===== config.mk =====
export PLATFORM = sky130hd
export DESIGN_NAME = semaforo_ctrl
export DESIGN_NICKNAME = d
export VERILOG_FILES = /design/src/rtl/semaforo_ctrl.sv
export SDC_FILE = /design/constraint.sdc
export NUM_CORES = 1
export LEC_CHECK = 0
export CAP_MARGIN = 20
export CORE_MARGIN = 3
export CORE_UTILIZATION = 40
export DETAILED_ROUTE_END_ITERATION = 16
export SLEW_MARGIN = 20
export SYNTH_ARGS = -nofsm -noshare
export SYNTH_HDL_FRONTEND = slang
export SYNTH_SLANG_ARGS = --single-unit

===== constraint.sdc =====
create_clock -name clk -period 6.25 [get_ports clk]
set_clock_uncertainty 0.1 [all_clocks]
set_input_delay 1.875 -clock clk [delete_from_list [all_inputs] [get_ports clk]]
set_output_delay 1.875 -clock clk [all_outputs]
set_load 0.02 [all_outputs]

===== src/rtl/semaforo_ctrl.sv =====
// Round-robin traffic-light controller for N_WAYS approaches with min/max green timing.
// Optional pedestrian walk phase is enabled by defining SEMAFORO_PED_EN.
`timescale 1ns/1ps
module semaforo_ctrl #(
  parameter int N_WAYS     = 2,
  parameter int MIN_GREEN  = 4,
  parameter int MAX_GREEN  = 10,
  parameter int YELLOW_CYC = 2,
  parameter int ALLRED_CYC = 1,
  parameter int WALK_CYC   = 6
) (
  input  logic                      clk,
  input  logic                      rst_n,
  input  logic [N_WAYS-1:0]         req,
  output logic [N_WAYS-1:0]         green,
  output logic [N_WAYS-1:0]         yellow,
  output logic [N_WAYS-1:0]         red,
  output logic [$clog2(N_WAYS)-1:0] active
`ifdef SEMAFORO_PED_EN
  ,
  input  logic                      ped_req,
  output logic                      walk
`endif
);

  localparam int AW      = $clog2(N_WAYS);
  localparam int CNT_MAX = (MAX_GREEN > WALK_CYC) ? MAX_GREEN : WALK_CYC;
  localparam int CW      = $clog2(CNT_MAX + 1);

  localparam logic [CW-1:0] LD_ALLRED = CW'(ALLRED_CYC);
  localparam logic [CW-1:0] LD_GREEN  = CW'(MAX_GREEN);
  localparam logic [CW-1:0] LD_YELLOW = CW'(YELLOW_CYC);
  // GREEN counts down from MAX_GREEN, so MIN_GREEN elapsed cycles correspond to this value.
  localparam logic [CW-1:0] MIN_MARK  = CW'(MAX_GREEN - MIN_GREEN + 1);
`ifdef SEMAFORO_PED_EN
  localparam logic [CW-1:0] LD_WALK   = CW'(WALK_CYC);
`endif

`ifdef SEMAFORO_PED_EN
  typedef enum logic [1:0] {S_ALLRED, S_GREEN, S_YELLOW, S_WALK} state_t;
`else
  typedef enum logic [1:0] {S_ALLRED, S_GREEN, S_YELLOW} state_t;
`endif

  state_t            state_q, state_d;
  logic [CW-1:0]     cnt_q, cnt_d;
  logic [AW-1:0]     active_q, active_d;
  logic [AW-1:0]     ptr_q, ptr_d;
  logic [N_WAYS-1:0] pend_q, pend_d;
  logic [N_WAYS-1:0] green_q, green_d;
  logic [N_WAYS-1:0] yellow_q, yellow_d;
  logic [N_WAYS-1:0] red_q, red_d;
`ifdef SEMAFORO_PED_EN
  logic              ped_pend_q, ped_pend_d;
  logic              walk_q, walk_d;
  logic              ped_eff;
`endif

  logic [N_WAYS-1:0] active_mask;
  logic [N_WAYS-1:0] pend_eff;
  logic [N_WAYS-1:0] other_pend;
  logic [N_WAYS-1:0] pend_rot;
  logic              lamp_busy;
  logic              cnt_done;
  logic              min_done;
  logic              grant_vld;
  logic [AW-1:0]     grant_off;
  logic [AW:0]       grant_sum;
  logic [AW-1:0]     grant_idx;
  logic [AW-1:0]     ptr_next;

  // A request seen this cycle counts immediately so the decision does not lag a cycle.
  always_comb begin
    active_mask           = '0;
    active_mask[active_q] = 1'b1;
    lamp_busy             = (state_q == S_GREEN) || (state_q == S_YELLOW);
    pend_eff              = pend_q | req;
    other_pend            = pend_eff & ~active_mask;
    cnt_done              = (cnt_q == CW'(1));
    min_done              = (cnt_q <= MIN_MARK);
    ptr_next              = (active_q == AW'(N_WAYS - 1)) ? '0 : active_q + 1'b1;
  end

  // Rotate so bit 0 is ptr, then the lowest set bit is the round-robin winner.
  always_comb begin
    pend_rot  = N_WAYS'({pend_eff, pend_eff} >> ptr_q);
    grant_vld = 1'b0;
    grant_off = '0;
    for (int k = N_WAYS - 1; k >= 0; k--) begin
      if (pend_rot[k]) begin
        grant_vld = 1'b1;
        grant_off = AW'(k);
      end
    end
    grant_sum = {1'b0, ptr_q} + {1'b0, grant_off};
    grant_idx = (grant_sum >= (AW+1)'(N_WAYS)) ? AW'(grant_sum - (AW+1)'(N_WAYS))
                                               : AW'(grant_sum);
  end

  always_comb begin
    state_d  = state_q;
    cnt_d    = cnt_q;
    active_d = active_q;
    ptr_d    = ptr_q;
    pend_d   = pend_q | (req & ~(lamp_busy ? active_mask : '0));
`ifdef SEMAFORO_PED_EN
    ped_eff    = ped_pend_q | ped_req;
    ped_pend_d = ped_eff;
`endif
    unique case (state_q)
      S_ALLRED: begin
        if (!cnt_done) begin
          cnt_d = cnt_q - 1'b1;
`ifdef SEMAFORO_PED_EN
        end else if (ped_eff) begin
          state_d    = S_WALK;
          cnt_d      = LD_WALK;
          ped_pend_d = 1'b0;
`endif
        end else if (grant_vld) begin
          state_d           = S_GREEN;
          cnt_d             = LD_GREEN;
          active_d          = grant_idx;
          pend_d[grant_idx] = 1'b0;
        end
      end
      S_GREEN: begin
        if (cnt_done || (min_done && (|other_pend))) begin
          state_d = S_YELLOW;
          cnt_d   = LD_YELLOW;
        end else begin
          cnt_d = cnt_q - 1'b1;
        end
      end
      S_YELLOW: begin
        if (cnt_done) begin
          state_d = S_ALLRED;
          cnt_d   = LD_ALLRED;
          ptr_d   = ptr_next;
        end else begin
          cnt_d = cnt_q - 1'b1;
        end
      end
`ifdef SEMAFORO_PED_EN
      S_WALK: begin
        if (cnt_done) begin
          state_d = S_ALLRED;
          cnt_d   = LD_ALLRED;
        end else begin
          cnt_d = cnt_q - 1'b1;
        end
      end
`endif
      default: begin
        state_d = S_ALLRED;
        cnt_d   = LD_ALLRED;
      end
    endcase
  end

  // Lamps are decoded from the next state so they register in step with it.
  always_comb begin
    green_d  = '0;
    yellow_d = '0;
    red_d    = '1;
    if (state_d == S_GREEN) begin
      green_d[active_d] = 1'b1;
      red_d[active_d]   = 1'b0;
    end else if (state_d == S_YELLOW) begin
      yellow_d[active_d] = 1'b1;
      red_d[active_d]    = 1'b0;
    end
`ifdef SEMAFORO_PED_EN
    walk_d = (state_d == S_WALK);
`endif
  end

  always_ff @(posedge clk or negedge rst_n) begin
    if (!rst_n) begin
      state_q    <= S_ALLRED;
      cnt_q      <= LD_ALLRED;
      active_q   <= '0;
      ptr_q      <= '0;
      pend_q     <= '0;
      green_q    <= '0;
      yellow_q   <= '0;
      red_q      <= '1;
`ifdef SEMAFORO_PED_EN
      ped_pend_q <= 1'b0;
      walk_q     <= 1'b0;
`endif
    end else begin
      state_q    <= state_d;
      cnt_q      <= cnt_d;
      active_q   <= active_d;
      ptr_q      <= ptr_d;
      pend_q     <= pend_d;
      green_q    <= green_d;
      yellow_q   <= yellow_d;
      red_q      <= red_d;
`ifdef SEMAFORO_PED_EN
      ped_pend_q <= ped_pend_d;
      walk_q     <= walk_d;
`endif
    end
  end

  assign green  = green_q;
  assign yellow = yellow_q;
  assign red    = red_q;
  assign active = active_q;
`ifdef SEMAFORO_PED_EN
  assign walk   = walk_q;
`endif

endmodule


==> Word-level counts from Yosys, hierarchy flattened <==
Cells that the tools add are included.
Widths: inputs -> output; s select.
{ "word_totals": {"reg_bits": 16, "latch_bits": 0, "ram_bits": 0, "mem_bits_ro": 0, "input_bits": 4, "out_inout_bits": 7, "elab_cells": 78, "memories": 0} }
{ "classes": {"add_sub_neg": 4, "multipliers": 0, "div_mod_pow": 0, "magnitude_cmp": 8, "eq_ne": 6, "shift": 1, "muxes": 33, "bitwise": 9, "n_reduce_logical": 9} }
{ "ops": {"columns": ["cell", "n"], "rows": [
  ["$mux 2", 13],
  ["$mux 4", 4],
  ["$pmux 4 s3", 1],
  ["$mux 1", 11],
  ["$not 2->2", 4],
  ["$and 2x2->2", 3],
  ["$lt 1x2->1 const B", 3],
  ["$pmux 2 s3", 1],
  ["$eq 2x1->1 const B", 2],
  ["$eq 2x2->1 const B", 2],
  ["$eq 4x1->1 const B", 1],
  ["$le 4x3->1 const B", 1],
  ["$logic_and 1x1->1", 4],
  ["$or 2x2->2", 2],
  ["$shr 4x1->2", 1],
  ["$sub 4x1->4 const B", 1],
  ["$demux 1 s1", 3],
  ["$ge 1x1->1 const B", 3],
  ["$ne 3x3->1 const B", 1],
  ["$add 1x1->2", 1],
  ["$ge 2x2->1 const B", 1],
  ["$logic_not 2->1", 1],
  ["$logic_or 1x1->1", 2],
  ["$reduce_and 2->1", 1],
  ["other kinds (3)", 3]
]} }

==> Longest topological paths before layout <==
Gate-level depths: netlist of the first run.
{ "logic_depth": {"word_depth": 17, "mapped_depth": 8, "depth_no_buf": 7} }

==> Worst setup path after synthesis of the first run <==
OpenSTA, ideal clock, no wires.
{ "synth_timing": {"path_type": "input-to-reg", "from": "in req[0]", "to": "reg red_q[0], in the netlist red[0]", "setup_ps": 82, "arrival_time_ps": 3006, "required_time_ps": 6068, "slack_ps": 3062, "path_stages": 5, "n_path_buf": 0, "path_cell_list": "or4_1 a21oi_1 a211oi_2 xnor2_1 or2_1"} }
{ "synth_via": {"word_cells_on_any_way": 30, "classes_between": "2 x add/sub; 3 x order compare; 2 x eq/ne; 1 x shift; 15 x mux; 3 x bitwise; 4 x reduce/logical"} }
{ "synth_lines": {"columns": ["item", "line", "rtl"], "rows": [
  ["start: declaration", "14", "input logic [N_WAYS-1:0] req,"],
  ["$or 2x2->2 *", "77", "pend_eff = pend_q | req;"],
  ["$shr 4x1->2 or $and 2x2->2 (tied branches)", "86, 78", null],
  ["$mux 1 or $reduce_or 2->1 (tied branches)", "90, 128", null],
  ["$mux 1 or $logic_and 1x1->1 (tied branches)", "90, 128", null],
  ["$mux 2 or $logic_or 1x1->1 (tied branches)", "120, 128", null],
  ["$mux 2, on equally long branches", "112, 128", null],
  ["$pmux 2 s3 *", "110", "unique case (state_q)"],
  ["net state_d[0]", "45", "state_t state_q, state_d;"],
  ["$eq 2x2->1", "169", "end else if (state_d == S_YELLOW) begin"],
  ["$mux 2", "169", null],
  ["$mux 2 *", "166", "if (state_d == S_GREEN) begin"],
  ["net red_d[0]", "52", "logic [N_WAYS-1:0] red_q, red_d;"],
  ["end signal: assignment", "200", "red_q <= red_d;"],
  ["end: declaration", "52", null]
]} }
The timed path passes the listed nets; every way through them passes the cells marked *.
A chain may end at the register's enable or synchronous reset.

==> Worst setup path in the final report of the first run <==
Same ends and word-level chain as after synthesis.

==> results of run 1 <==
-- synth_stat cells (2+ instances only) --
library cell | n | share of area [%]
a21o_1 | 2 | 1.7
nor2_1 | 12 | 5.0
dfrtp_1 | 13 | 36
nand3_1 | 2 | 1.1
o21ai_0 | 3 | 1.7
a21oi_1 | 6 | 3.4
nor3_1 | 3 | 1.7
a221oi_1 | 2 | 2.0
nand2b_1 | 4 | 2.8
or2_2 | 2 | 1.4
xnor2_1 | 3 | 2.9
dfstp_2 | 3 | 8.8
inv_1 | 6 | 2.5
ha_1 | 6 | 8.4
nand2_1 | 4 | 1.7
-- power breakdown --
group          leakage, uW  total [uW]  switching (uW)  internal [uW]
Sequential        0.000191         189            37.2            152
Combinational     0.000218         277             150            126
Clock            0.0000210        69.6            34.2           35.5
Total             0.000430         535             222            313
-- logic make-up (layout without fill, tap and decap cells) --
logic type,after synthesis,after routing,synth area share [%]
flops,16,16,45.2
fa+ha+maj,6,6,8.39
buf+inv,7,20,3.78
xor+xnor,3,3,2.94
simple gates,37,37,23.9
compound gates,20,20,15.8
-- final cells by class --
cell class | instances | area [um2] | share of cell area [%]
Sequential cell | 16 | 404 | 38.4
Tap cell | 27 | 33.8 | 3.21
Inverter | 6 | 22.5 | 2.14
Clock buffer | 4 | 36.3 | 3.44
Timing Repair Buffer | 10 | 100 | 9.50
Multi-Input combinational cell | 66 | 457 | 43.3
-- path summary, 6_finish.rpt --
path | startpoint | end | slack [ns] | cells past startpoint
worst max-delay path | req[0] | red[0] | 2.67 | 6
worst min-delay path | ptr_q | ptr_q | 0.42 | 2
worst max register to register | cnt_q[0] | red[0] | 3.91 | 6
worst min register to register | ptr_q | ptr_q | 0.42 | 2
max in group asynchronous | rst_n | yellow[0] | 3.68 | 1
min in group asynchronous | rst_n | pend_q[1] | 1.91 | 1
-- metal layers --
metal	up-vias	part of all wire (%)	track usage [%]
met5	-	0	0
met1	325	49	21.5
met4	0	2.3	7.66
li1	343	-	-
met3	7	5.4	3.66
met2	29	43	23.3
-- registers in the layout, indices dropped and copies added, names as in the netlist --
signal / cells
active: 1
yellow: 2
ptr_q: 1
pend_q: 2
cnt_q: 4
state_q: 2
red: 2
green: 2
-- critical path: stages --
cell and delay, ns:
clkdlybuf4s50_1 0.47, nor4_1 0.47, a221oi_1 0.21, nor4_4 0.35, xnor2_1 0.11, or2_1 0.21
-- per-stage QoR --
| stage | instance area, um2 | hold WS [ns] | utilization [%] | power [uW] | setup slack, ns |
|---|---|---|---|---|---|
| 2_1_floorplan | 895 | 0.362 | - | 389 | 3.06 |
| 3_3_place_gp | 1020 | 0.383 | 49.8 | 461 | 2.40 |
| 3_5_place_dp | 1020 | 0.402 | 49.8 | 466 | 2.41 |
| 4_1_cts | 1050 | 0.426 | 51.6 | 538 | 2.71 |
| 5_1_grt | 1050 | 0.458 | 51.6 | 581 | 2.56 |
| 6_report | 1050 | 0.420 | 51.6 | 535 | 2.67 |
==> impl_metrics.yaml, run 1 <==
clock_tree:
  clkTransAtPathRegs_ns: 0.10
  cts_setup_buffers: 0
  clk_latency_ns: 0.29
  cts_resized: 0
  clockBufferDepth: 2
  cts_tree: "yes"
  htreeDepth: 1
  cts_hold_buf: 0
  cts_buffers: 3
  clockRootBuffer: "clkbuf_4"
  cts.sinks: 16
placement:
  dp_hpwl_mm: 1.42
  gp_congestion: 0.851
  numPortBuffers: 10
  place_inst: 125
job:
  drv_cap: 0
global_routing:
  grt_pass1_wl_mm: 3.12
  grt_max_degree: 17
  grt.overflow.total: 0
  grt_pass1_vias: 661
  grt.total_usage_pct: 15.8
  antenna_found_initial: 0
floorplan:
  die_w_um: 53.3
  die_height_um: 53.3
  start_util_pct: 43.8
  core_um2: 2040
  rows: 16
  dieArea_um2: 2840
  io_pins: 11
timing:
  timing.final.crit_period_ns: 3.58
  fin_tns_setup_ns: 0
  maxSlewViolCount: 0
  relSlewSlack_pct: 51.6
  setup_violations: 0
  finalHoldViolations: 0
  rsz0062_at_grt: "false"
  timing.fmax_ghz: 0.279
  worst_pin_slew_ns: 0.724
  finalCritPeriodShare_pct: 57.3
layout:
  layout_commonest_cell: "dfrtp_1"
  layout-drive-gt1-share_pct: 12.7
  nets: 113
  diodes: 0
  final_cell_mix: "dfrtp_1 (13), nor2_1 (12), clkdlybuf4s50_1 (10)"
  syn2layout_area_growth_pct: 17.8
  fin_cells: 129
  fill_cells: 209
detailed_routing:
  routed_wl_mm: 1.88
  wl_per_cell_um: 14.6
  drtIter0Drc: 27
  ant_nets: 0
  vias: 704
  viasPerCell: 5.46
  firstDrtPassIters: 4
  drc: 0
setup_path:
  crit_type: "in -> reg"
  cp_max_fo: 5
  arrival_ns: 3.70
  start_kind: "input pin"
  critPathCaptureType: "register"
  cp_data_required_time_ns: 6.37
synth:
  async_flop_share_pct: 100
  netlist_area_um2: 895
  yosysUniqueCellTypes: 33
  synth_nets: 99
  synth-seq-cells: 16
  yosysSeqAreaShare_pct: 45.2
  synth_edf_count: 0
  synthCells: 89
  ys.flop_type: "dfrtp_1"
  ys_warn_count: 0
  avgSynthCellArea_um2: 10.1
power_and_ir_drop:
  total_leakage_power_uw: 0.000430
  p_per_area_nw_per_um2: 508
  irDropWorstVdd_mv: 0.216
outcome:
  status: "completed"
worst_hold_path:
  hp-class: "reg -> reg"
Note: power is estimated with default switching activity, not from simulation.
==> inputs of run 2 (changes only) <==
==> constraint.sdc (replaced) <==
create_clock -name clk -period 3.1 [get_ports clk]
set_clock_uncertainty 0.1 [all_clocks]
set_input_delay 0.93 -clock clk [delete_from_list [all_inputs] [get_ports clk]]
set_output_delay 0.93 -clock clk [all_outputs]
set_load 0.02 [all_outputs]
==> run 2 against run 1 <==
Effect of this change: register-to-register slack got worse by 3.2 ns; sequential power rose by 100%; critical path depth did not move; global-route usage fell by 1.0 points; design area did not move; critical path type unchanged.
==> impl_metrics.yaml, run 2 (synthesis gave the netlist of run 1 again) <==
floorplan:
  die_w_um: 53.3
  io_pins: 11
  dieArea_um2: 2840
  start_util_pct: 43.8
  die_height_um: 53.3
  rows: 16
  core_um2: 2040
global_routing:
  grt-busiest-layer: "met2"
  met3_usage_pct: 3.66
  grt.total_usage_pct: 14.8
  grt.overflow.total: 0
  grt_util_met1_pct: 19.8
  grt_pass1_wl_mm: 2.96
  grt_max_degree: 17
  antenna_found_initial: 0
  grt_pass1_vias: 651
  grtUsageMet2_pct: 21.6
timing:
  finalHoldViolations: 0
  worst_pin_slew_ns: 0.697
  maxSlewViolCount: 0
  rsz0062_at_grt: "false"
  timing.fmax_ghz: 0.383
  setup_violations: 0
  fin_tns_setup_ns: 0
  finalWorstSetupSlack_ns: 0.488
  finalCritPeriodShare_pct: 84.3
  relSlewSlack_pct: 53.4
  timing.final.crit_period_ns: 2.61
  fin_hold_ws_ns: 0.418
setup_path:
  reg2reg_depth: 6
  cp_max_fo: 5
  arrival_ns: 2.74
  cp_data_required_time_ns: 3.22
  critical_path.startpoint: "req[0]"
  start_kind: "input pin"
  crit_type: "in -> reg"
  r2r-start: "cnt_q[0]"
  critPathCaptureType: "register"
detailed_routing:
  viasPerCell: 5.43
  drtIter0Drc: 19
  ant_nets: 0
  routed_wl_mm: 1.78
  wl_per_cell_um: 13.8
  drc: 0
  firstDrtPassIters: 4
  vias: 700
clock_tree:
  clk_latency_ns: 0.30
  cts_resized: 0
  clockBufferDepth: 2
  cts_setup_buffers: 0
  cts_buffers: 3
  htreeDepth: 1
  cts_tree: "yes"
  cts.sinks: 16
  cts_hold_buf: 0
  clkTransAtPathRegs_ns: 0.11
  clockRootBuffer: "clkbuf_4"
worst_hold_path:
  min_from: "cnt_q[1]"
  hp-class: "reg -> reg"
  holdPathStages: 2
layout:
  fin_area_um2: 1050
  nets: 113
  fin_util_pct: 51.6
  final_cell_mix: "dfrtp_1 (13), nor2_1 (12), clkdlybuf4s50_1 (10)"
  syn2layout_area_growth_pct: 17.8
  largest-register: "cnt_q"
  layout_commonest_cell: "dfrtp_1"
  layout-drive-gt1-share_pct: 12.7
  diodes: 0
  largest_reg_flops: 4
job:
  drv_cap: 0
power_and_ir_drop:
  irDropWorstVdd_mv: 0.461
  p_per_area_nw_per_um2: 1020
  total_leakage_power_uw: 0.000430
placement:
  place_ws_ns: 0.222
  gp_congestion: 0.851
  dp_hpwl_mm: 1.33
  placed_cell_area_um2: 1020
  numPortBuffers: 10
outcome:
  status: "completed"
[run 2: cell counts in the layout (fill, tap and decap cells not counted)]
Identical to the previous run, type by type.
[run 2: report_power, final]
part | internal [uW] | switching, uW | leakage [uW]
Clock | 71.5 | 72.5 | 0.0000210
Combinational | 253 | 292 | 0.000218
Sequential | 306 | 74.7 | 0.000191
Total | 631 | 440 | 0.000430
[run 2: final cells by class]
| class | count | area [um2] |
|---|---|---|
| flip-flops and latches | 16 | 404 |
| well taps | 27 | 33.8 |
| clock buffers | 4 | 36.3 |
| repair buffers | 10 | 100 |
| inverters | 6 | 22.5 |
| multi-input cells | 66 | 457 |
| fillers | 203 | 988 |
[run 2: path summary, 6_finish.rpt]
| kind | end | slack (ns) |
|---|---|---|
| max in group asynchronous | green[0] | 1.51 |
| worst max-delay path | red[0] | 0.49 |
| worst min-delay path | cnt_q[1] | 0.42 |
| worst min register to register | cnt_q[1] | 0.42 |
| min in group asynchronous | cnt_q[1] | 0.94 |
| worst max register to register | red[0] | 0.74 |
[run 2: stage by stage]
step	power (uW)	cells
2_1_floorplan	785	89
3_3_place_gp	929	125
3_5_place_dp	927	125
4_1_cts	1070	129
5_1_grt	1160	129
6_report	1070	129
[run 2: layer usage]
layer  share of wire [%]  wire, um  vias up
li1                    -         -      346
met1                  51       906      331
met2                  44       788       19
met3                 3.2        57        4
met4                 1.4        25        0
met5                   0         0        -
[run 2: worst max-delay path, cell delays in order]
cell and delay [ns]:
clkdlybuf4s50_1 0.47, nor4_1 0.47, a221oi_1 0.22, nor4_4 0.33, xnor2_1 0.11, or2_1 0.21
==> inputs of run 3 (changes only) <==
==> constraint.sdc (replaced) <==
create_clock -name clk -period 2.2 [get_ports clk]
set_clock_uncertainty 0.1 [all_clocks]
set_input_delay 0.66 -clock clk [delete_from_list [all_inputs] [get_ports clk]]
set_output_delay 0.66 -clock clk [all_outputs]
set_load 0.02 [all_outputs]
==> run 3 against run 2 <==
Effect of this change: worst setup slack worse by 0.43 ns; clock-buffer cell count is the same; die area unchanged; hold slack worse by 0.00075 ns; critical path type is now reg -> out.
==> impl_metrics.yaml, run 3 (synthesis gave the netlist of run 1 again) <==
floorplan:
  core_um2: 2040
  rows: 16
  io_pins: 11
  dieArea_um2: 2840
  start_util_pct: 43.8
  die_w_um: 53.3
  die_height_um: 53.3
placement:
  gp_congestion: 0.871
  place_inst: 136
  dp_hpwl_mm: 1.51
  numPortBuffers: 10
worst_hold_path:
  hp-class: "reg -> reg"
  min_to: "cnt_q[1]"
  holdPathStages: 2
  min_from: "cnt_q[1]"
layout:
  final_cell_mix: "nor2_1 (12), dfrtp_1 (12), buf_4 (12), inv_1 (6), clkdlybuf4s50_1 (6)"
  largest_reg_flops: 4
  fill_cells: 205
  fin_cells: 141
  syn2layout_area_growth_pct: 33.8
  nets: 125
  diodes: 0
  layout-drive-gt1-share_pct: 30.7
  largest-register: "cnt_q"
  fin_util_pct: 58.6
clock_tree:
  cts_buffers: 3
  clk_latency_ns: 0.29
  cts_tree: "yes"
  clockRootBuffer: "clkbuf_4"
  cts_hold_buf: 0
  clkTransAtPathRegs_ns: 0.11
  htreeDepth: 1
  cts.sinks: 16
  clockBufferDepth: 2
setup_path:
  start_kind: "register"
  crit_type: "reg -> out"
  r2r_end: "red[0]"
  r2r-start: "cnt_q[0]"
  cp_data_required_time_ns: 1.44
  crit_buf_inv: 1
  critPathCaptureType: "output port"
  cp_top_family: "buffers and inverters"
  cp_max_fo: 7
  crit_chain: "clkdlybuf4s50_1"
  reg2reg_depth: 6
  arrival_ns: 1.38
  worst-r2r-setup-slack_ns: 0.10
  crit_path_max_incr_delay_ns: 0.63
  critPathSlowestCell: "clkdlybuf4s50_1"
detailed_routing:
  ant_nets: 0
  drtIter0Drc: 4
  viasPerCell: 5.28
  drc: 0
  wl_per_cell_um: 14.4
  vias: 745
  firstDrtPassIters: 4
  routed_wl_mm: 2.03
timing:
  rsz0062_at_grt: "false"
  fin_tns_setup_ns: 0
  timing.fmax_ghz: 0.467
  maxSlewViolCount: 0
  fin_hold_ws_ns: 0.417
  finalHoldViolations: 0
  relSlewSlack_pct: 69.3
  worst_pin_slew_ns: 0.454
  finalCritPeriodShare_pct: 97.3
  setup_violations: 0
  timing.final.crit_period_ns: 2.14
power_and_ir_drop:
  irDropWorstVdd_mv: 0.778
  p_per_area_nw_per_um2: 1400
  total_leakage_power_uw: 0.000513
  total_power_uw: 1670
global_routing:
  antenna_found_initial: 0
  grt.total_usage_pct: 17.8
  grt_max_degree: 17
  grt_pass1_vias: 743
  grt_pass1_wl_mm: 3.59
  grt.overflow.total: 0
job:
  drv_cap: 0
outcome:
  status: "completed"
## run 3: report_power, final
| part | total (uW) | switching, uW | internal (uW) |
|---|---|---|---|
| Sequential | 550 | 118 | 432 |
| Clock | 201 | 100 | 101 |
| Combinational | 923 | 462 | 461 |
## run 3: per-stage QoR
stage          cell area [um2]  setup slack [ns]
2_1_floorplan              895           0.00973
3_3_place_gp              1100            -0.463
3_5_place_dp              1100            -0.500
4_1_cts                   1170           0.00501
5_1_grt                   1200            0.0127
6_report                  1200            0.0589
## run 3: layout make-up
type | count | area [um2] | share of cell area (%)
flip-flops and latches | 16 | 405 | 33.9
repair buffers | 22 | 196 | 16.4
clock buffers | 4 | 36.3 | 3.03
multi-input cells | 66 | 503 | 42.0
inverters | 6 | 22.5 | 1.88
well taps | 27 | 33.8 | 2.82
## run 3: layer usage
layer  wire length, um  vias up  track usage (%)
li1                  -      366                -
met2               938       18             27.6
met3                86        2             7.04
met1               999      359             23.2
met4                10        0             3.40
met5                 0        -                0
## run 3: how the worst max path moves through the flow
stage / startpoint / to / cells after the start / slack [ns]
finish: active / active / 1 / 0.06
global route: active / active / 1 / 0.01
CTS: req[1] / cnt_q[0] / 6 / 0.005
detailed placement: req[0] / red[0] / 6 / -0.50
global placement: req[0] / red[0] / 6 / -0.46
floorplan: cnt_q[0] / red[0] / 7 / 0.01
## run 3: timing repair
item | 4_1_cts | 5_1_grt
cloned | 0 | 0
setup endpoints to repair | 7 | 11
gates resized for setup | 9 | 8
pin swaps | 1 | 1
buffers inserted | 0 | 1
